<file path="config.mk">
export PLATFORM = sky130hd
export DESIGN_NAME = mlp_layer_serializer
export DESIGN_NICKNAME = d
export VERILOG_FILES = /design/src/rtl/mlp_layer_serializer.sv
export SDC_FILE = /design/constraint.sdc
export NUM_CORES = 2
export LEC_CHECK = 0
export ABC_CLOCK_PERIOD_IN_PS = 2100
export CAP_MARGIN = 10
export CORE_MARGIN = 3
export CORE_UTILIZATION = 52
export CTS_BUF_LIST = sky130_fd_sc_hd__clkbuf_16
export DETAILED_ROUTE_END_ITERATION = 7
export PLACE_DENSITY = 0.77
export SETUP_SLACK_MARGIN = 0.5
export SLEW_MARGIN = 40
export SYNTH_ARGS = -nofsm -noshare
export SYNTH_HDL_FRONTEND = slang
export SYNTH_SLANG_ARGS = --single-unit
</file>
<file path="constraint.sdc">
create_clock -name s_axi_aclk -period 2.1 [get_ports s_axi_aclk]
set_input_delay 0.21 -clock s_axi_aclk [delete_from_list [all_inputs] [get_ports s_axi_aclk]]
set_output_delay 0.21 -clock s_axi_aclk [all_outputs]
set_load 0.01 [all_outputs]
</file>
<file path="src/rtl/mlp_layer_serializer.sv">
// rtl/mlp_layer_serializer.sv - captures a parallel neuron vector and streams it LANES neurons per beat
module mlp_layer_serializer #(
  parameter int DATA_WIDTH = 16,
  parameter int NUM_NEURON = 30,
  parameter int LANES      = 1
) (
  input  logic                             s_axi_aclk,
  input  logic                             s_axi_aresetn,
  input  logic                             soft_reset,
  input  logic                             in_valid,
  input  logic [NUM_NEURON*DATA_WIDTH-1:0] in_data,
  output logic [LANES*DATA_WIDTH-1:0]      out_data,
  output logic                             out_valid,
  input  logic                             out_ready,
  output logic [LANES-1:0]                 out_keep,
  output logic                             out_last,
  output logic                             busy,
  output logic                             overflow
);

  localparam int VW    = NUM_NEURON * DATA_WIDTH;
  localparam int OW    = LANES * DATA_WIDTH;
  localparam int BEATS = (NUM_NEURON + LANES - 1) / LANES;
  localparam int REM   = NUM_NEURON % LANES;
  localparam int CW    = (BEATS > 1) ? $clog2(BEATS) : 1;
  localparam logic [CW-1:0] LAST_CNT = CW'(BEATS - 1);

  typedef enum logic {S_IDLE, S_SEND} state_t;

  state_t          r_state;
  logic [VW-1:0]   r_hold;
  logic [VW-1:0]   r_pend;
  logic            r_pend_full;
  logic [CW-1:0]   r_beat_cnt;
  logic            r_overflow;

  logic            w_send;
  logic            w_is_last;
  logic            w_hs;
  logic            w_last_hs;
  logic            w_take_new;
  logic            w_pend_drain;
  logic [VW-1:0]   w_hold_shift;

  assign w_send       = (r_state == S_SEND);
  assign w_is_last    = (r_beat_cnt == LAST_CNT);
  assign w_hs         = w_send & out_ready;
  assign w_last_hs    = w_hs & w_is_last;
  // A new vector goes straight into hold only when the last beat leaves and nothing is pending.
  assign w_take_new   = w_last_hs & ~r_pend_full & in_valid;
  assign w_pend_drain = w_last_hs & r_pend_full;
  assign w_hold_shift = r_hold >> OW;

  assign out_valid = w_send;
  assign out_data  = r_hold[OW-1:0];
  assign out_last  = w_send & w_is_last;
  assign busy      = w_send | r_pend_full;
  assign overflow  = r_overflow;

  // Lane keep mask: all lanes on every beat except a short final beat.
  always_comb begin
    out_keep = '0;
    if (w_send) begin
      for (int j = 0; j < LANES; j++) begin
        out_keep[j] = !w_is_last || (REM == 0) || (j < REM);
      end
    end
  end

  // Serializer state machine with a one-deep pending vector buffer.
  always_ff @(posedge s_axi_aclk or negedge s_axi_aresetn) begin
    if (!s_axi_aresetn) begin
      r_state     <= S_IDLE;
      r_hold      <= '0;
      r_pend      <= '0;
      r_pend_full <= 1'b0;
      r_beat_cnt  <= '0;
      r_overflow  <= 1'b0;
    end else if (soft_reset) begin
      r_state     <= S_IDLE;
      r_hold      <= '0;
      r_pend      <= '0;
      r_pend_full <= 1'b0;
      r_beat_cnt  <= '0;
      r_overflow  <= 1'b0;
    end else begin
      case (r_state)
        S_IDLE: begin
          if (in_valid) begin
            r_hold     <= in_data;
            r_beat_cnt <= '0;
            r_state    <= S_SEND;
          end
        end
        default: begin
          if (w_hs) begin
            if (w_is_last) begin
              r_beat_cnt <= '0;
              if (r_pend_full) begin
                r_hold <= r_pend;
              end else if (in_valid) begin
                r_hold <= in_data;
              end else begin
                r_hold  <= w_hold_shift;
                r_state <= S_IDLE;
              end
            end else begin
              r_hold     <= w_hold_shift;
              r_beat_cnt <= r_beat_cnt + 1'b1;
            end
          end
          // Vectors arriving mid-stream park in pend; a second one while pend is held is lost.
          if (in_valid && !w_take_new) begin
            if (!r_pend_full || w_pend_drain) begin
              r_pend      <= in_data;
              r_pend_full <= 1'b1;
            end else begin
              r_overflow <= 1'b1;
            end
          end else if (w_pend_drain) begin
            r_pend_full <= 1'b0;
          end
        end
      endcase
    end
  end

endmodule
</file>
==> After elaboration in Yosys (flattened, before gate mapping) <==
Cells that the tools add are included.
{ "totals": {"regBits": 968, "memories": 0, "ram_bits": 0, "elab_cells": 64, "romBits": 0, "latch_bits": 0} }
{ "op_classes": {"shift": 0, "addsub": 1, "n_div": 0, "n_bitwise": 8, "eq_ne": 4, "n_lt_le_gt_ge": 0, "muxes": 32, "n_reduce_logical": 13, "n_mul": 0} }
{ "op_table": {"columns": ["op", "n"], "rows": [
  ["$mux 480", 11],
  ["$mux 5", 5],
  ["$mux 1", 16],
  ["$reduce_and 3->1", 3],
  ["$and 1x1->1", 6],
  ["$ne 3x2->1 const B", 2],
  ["$reduce_bool 2->1", 3],
  ["$reduce_bool 3->1", 2],
  ["$add 5x1->5 const B", 1],
  ["$eq 5x5->1 const B", 1],
  ["$logic_not 1->1", 2],
  ["$ne 2x2->1 const B", 1],
  ["$reduce_and 2->1", 1],
  ["$logic_and 1x1->1", 1],
  ["$logic_or 1x1->1", 1],
  ["$not 1->1", 1],
  ["$or 1x1->1", 1]
]} }

==> Longest topological paths before layout <==
{ "depth": {"ltp_word": 9, "depth_mapped": 11, "ltp_nobuf": 6} }

==> Least setup slack after synthesis <==
OpenSTA, ideal clock, no wires.
{ "synth_path": {"path_type": "register to register", "from": "reg r_beat_cnt[0]", "to": "reg r_pend[279]", "arrival_ns": 1.889, "required_time_ns": 1.976, "period_less_slack_ns": 2.013, "setup_slack_ns": 0.087, "path_stages_with_launch": 11, "path_buffers": 5, "cell_sequence": "dfrtp_1 ha_1 and4_1 buf_2 a21o_1 and3_1 buf_2 buf_6 buf_6 buf_6 mux2i_1"} }
{ "synth_via": {"elab_chain_len": 8, "word_cells_on_any_way": 11} }
{ "synth_lines": {"columns": ["item", "line_no", "source"], "rows": [
  ["from (decl)", "34", "logic [CW-1:0] r_beat_cnt;"],
  ["from (signal assigned)", "109", "r_beat_cnt <= r_beat_cnt + 1'b1;"],
  ["$eq 5x5->1 (*)", "46", "assign w_is_last = (r_beat_cnt == LAST_CNT);"],
  ["$and 1x1->1 (*)", "48", "assign w_last_hs = w_hs & w_is_last;"],
  ["$and 1x1->1 (2 in a row)", "50", "assign w_take_new = w_last_hs & ~r_pend_full & in_valid;"],
  ["$logic_not 1->1", "113", "if (in_valid && !w_take_new) begin"],
  ["$logic_and 1x1->1", "113", null],
  ["$reduce_bool 2->1 (no line)", null, null],
  ["$reduce_and 3->1 (no line) (*)", null, null],
  ["to (signal assigned)", "115", "r_pend <= in_data;"],
  ["to (decl)", "32", "logic [VW-1:0] r_pend;"]
]} }
Mark *: on every way between the ends. The rest lies on a longest branch, timed or not.
A chain may end at the register's enable or synchronous reset.

==> Worst setup path after layout <==
{ "layout_path": {"from": "reg r_beat_cnt[1]", "to": "reg r_pend[348]"} }
The elaborated chain is that of the path after synthesis.

==> key figures <==
Status
  – Outcome: finished, violations left
  – Failing checks: negative setup slack

Floorplan
  – Initial core utilization: between 50% and 60%
  – Core area: a little under 90000 um2
  – I/O pins: 506
  – Row count: 109
  – DIE AREA: roughly 94000 um2
  – Die height: 306 um
  – Die Wd: 306 um

STA
  – Max_slew headroom: 43.2%
  – Least-Margin Pin Slew: 853 ps
  – Clock skew: ~29 ps
  – Final Hold Vio Count: 0
  – Fin crit period: 2140 ps
  – Endpoints failing setup: 24
  – Max Slew Vio Count: 0
  – RSZ-0062 raised after global routing: true
  – Final setup margin: -43.9 ps
  – Fin crit share: 102%
  – Max frequency: about 470 MHz
  – Setup tns final: -304 ps

Pwr
  – Leakage power: 24.8 nW
  – Total power: 44.1 mW
  – Cell Pwr Density: around 720 nW/um2
  – VDD IR max: about 770 uV

Cells and area
  – Layout cell share with drive strength beyond 1: between 10% and 20%
  – Commonest non-fill, non-tap cells in the layout: dfrtp_1 (967), nand2b_1 (963), a22oi_1 (871)
  – Nets@finish: 5373
  – Commonest non-fill, non-tap cell in the layout: dfrtp_1
  – Synth-to-layout area growth: 30.5%

Drt
  – Iter 0 DRT Violations: roughly 4700
  – TritonRoute pass-1 iters: 8
  – Via count: 39200
  – Routed Wire Length: 162000 um
  – Drt via density: approximately 6.4
  – Residual DRC: 0
  – Routed Antenna Nets: 0
  – WL/cell: about 26 um

Clocking
  – Clk_lat worst skew: 690 ps
  – CTS Root Cell: clkbuf_16
  – CTS buffer count: 103
  – Depth of the CTS H-tree: 3
  – Clock-pin slew on the worst setup and hold paths: 70 ps
  – Longest Clk Path Bufs: 3
  – CTS tree: yes
  – Sink Count: 968

Min path
  – Hold WC Path Type: in2async

Setup path
  – Critical path fanouts, max: 12
  – Worst path arrival time: around 2700 ps
  – Crit path launch type: register
  – Crit end category: register
  – Worst EP required: 2700 ps
  – CP Class: reg2reg

Synth
  – FFs w/ async S/R, synth: 100%
  – Mapped cell area: 46900 um2
  – Syn Area/Cell: 10.8 um2
  – Ys Warns: 0
  – Syn Inst Count: 4350
  – Number of synthesized flops with an enable pin: 0
  – Most used DFF post-synth: dfrtp_1
  – Synth Net Count: 4837
  – XOR/XNOR Fraction of Synth Area: 0%
  – Largest family of logic cells by synthesized area: compound AO/OA/AOI/OAI gates
  – Synth Area in Adders: 0.0533%
  – Distinct cells, synth: 35
  – Synth Register Bits: 968
  – Mux share of post-synthesis cell area: approximately a tenth
  – Simple-Gate Fraction of Synth Area: 13.4%
  – Sequential share of the synthesized area: 51.6%
  – Synth Area in Compound Gates: ~20%

Global route
  – Pin count of the biggest net entering global routing: 287
  – Initial antenna violation count: 50
  – Global-route wire length before repair: 232000 um
  – GRT Total Usage: 31.6%
  – Gr ovfl total: 0
  – Vias in the first global route: 38100

Place
  – Port buffer count: just over 500
  – Hpwl dp: just under 100000 um
  – Placer Congestion: between 0.8 and 0.9

Flow run
  – Max cap viols: 0
## flip-flops by register name (all words and copies together) (netlist names)
name,cells
r_beat_cnt,5
r_pend,480
out_valid,1
r_hold,480
r_pend_full,1
overflow,1
## area by class of cell
| cell class | instances | area, um2 |
|---|---|---|
| antenna | 34 | 85.1 |
| clock buffer | 104 | 2600 |
| clock inverter | 81 | 569 |
| fill | 6297 | 27700 |
| inverter | 4 | 17.5 |
| multi-input combinational | 2934 | 21200 |
| sequential | 968 | 24200 |
| tap | 1165 | 1460 |
| timing repair buffer | 875 | 11100 |
## where the power goes
group	switching, mW	internal [mW]	total (mW)
logic	2.90	3.05	5.95
clock network	7.90	9.71	17.6
registers	0.859	19.7	20.5
## per-stage QoR
step | std cells | cell area (um2) | util [%] | worst slack (ps) | hold WS, ps
2_1_floorplan | 4350 | 47300 | - | 174 | -85.6
3_3_place_gp | 5796 | 54400 | 61.1 | -53.4 | 154
3_5_place_dp | 5796 | 54400 | 61.1 | -87.6 | 156
4_1_cts | 6041 | 58900 | 66.2 | 11.5 | 26.8
5_1_grt | 6144 | 61200 | 68.8 | -102 | 47.1
6_report | 6165 | 61200 | 68.9 | -43.9 | 60.7
## cell families after synthesis
group / Yosys count
DFF: 968
adders and majority gates: 2
muxes: 480
AOI/OAI and AO/OA: 1425
and+or+nand+nor: 1027
buffers and inverters: 448
## synthesized netlist by cell type (3+ instances only)
cell / count / area, um2
buf_6: 23 / 259
mux2i_1: 480 / 4800
nand2b_1: 963 / 6020
o21ai_1: 82 / 410
buf_1: 17 / 63.8
buf_2: 75 / 375
a22oi_1: 940 / 7060
inv_1: 4 / 15.0
buf_4: 28 / 210
o21ai_0: 391 / 1960
nand2_1: 43 / 161
nand3_1: 3 / 15.0
clkbuf_1: 301 / 1130
nor2_1: 8 / 30.0
dfrtp_1: 968 / 24200
## worst paths after layout
kind                                from  slack (ps)     endpoint  depth (start not counted)
max                        r_beat_cnt[1]         -40  r_pend[348]                         10
min                        s_axi_aresetn          60   r_pend[22]                          2
max reg2reg                r_beat_cnt[1]         -40  r_pend[348]                         10
min reg2reg                  r_pend[464]         510  r_hold[464]                          2
max in group asynchronous  s_axi_aresetn        1050    out_valid                          4
min in group s_axi_aclk     in_data[471]         100  r_hold[471]                          3
## layer usage
| layer | GRT usage (%) | share of wire (%) | vias to the layer above |
|---|---|---|---|
| met5 | 0 | 0.13 | - |
| met4 | 14.2 | 4.9 | 34 |
| met3 | 6.98 | 8.5 | 444 |
| met2 | 50.8 | 48 | 1954 |
| met1 | 41.4 | 38 | 19900 |
| li1 | - | - | 16900 |
## worst max-delay path: stages, from the launching register on
cell and delay [ps]:
dfrtp_1 380, inv_1 70, ha_2 180, and4_4 240, a21o_1 130, and3_4 220, buf_12 160, buf_12 170
buf_12 110, buf_12 140, mux2i_1 240
## timing repair
action	in CTS	in global routing
gates resized for setup	85	261
hold buffers	1	0
buffers inserted	35	45
setup endpoints to repair	986	988
endpoints found under the hold margin	706	0
pin swaps	5	70
cloned	24	44
Note: power is estimated with default switching activity, not from simulation.
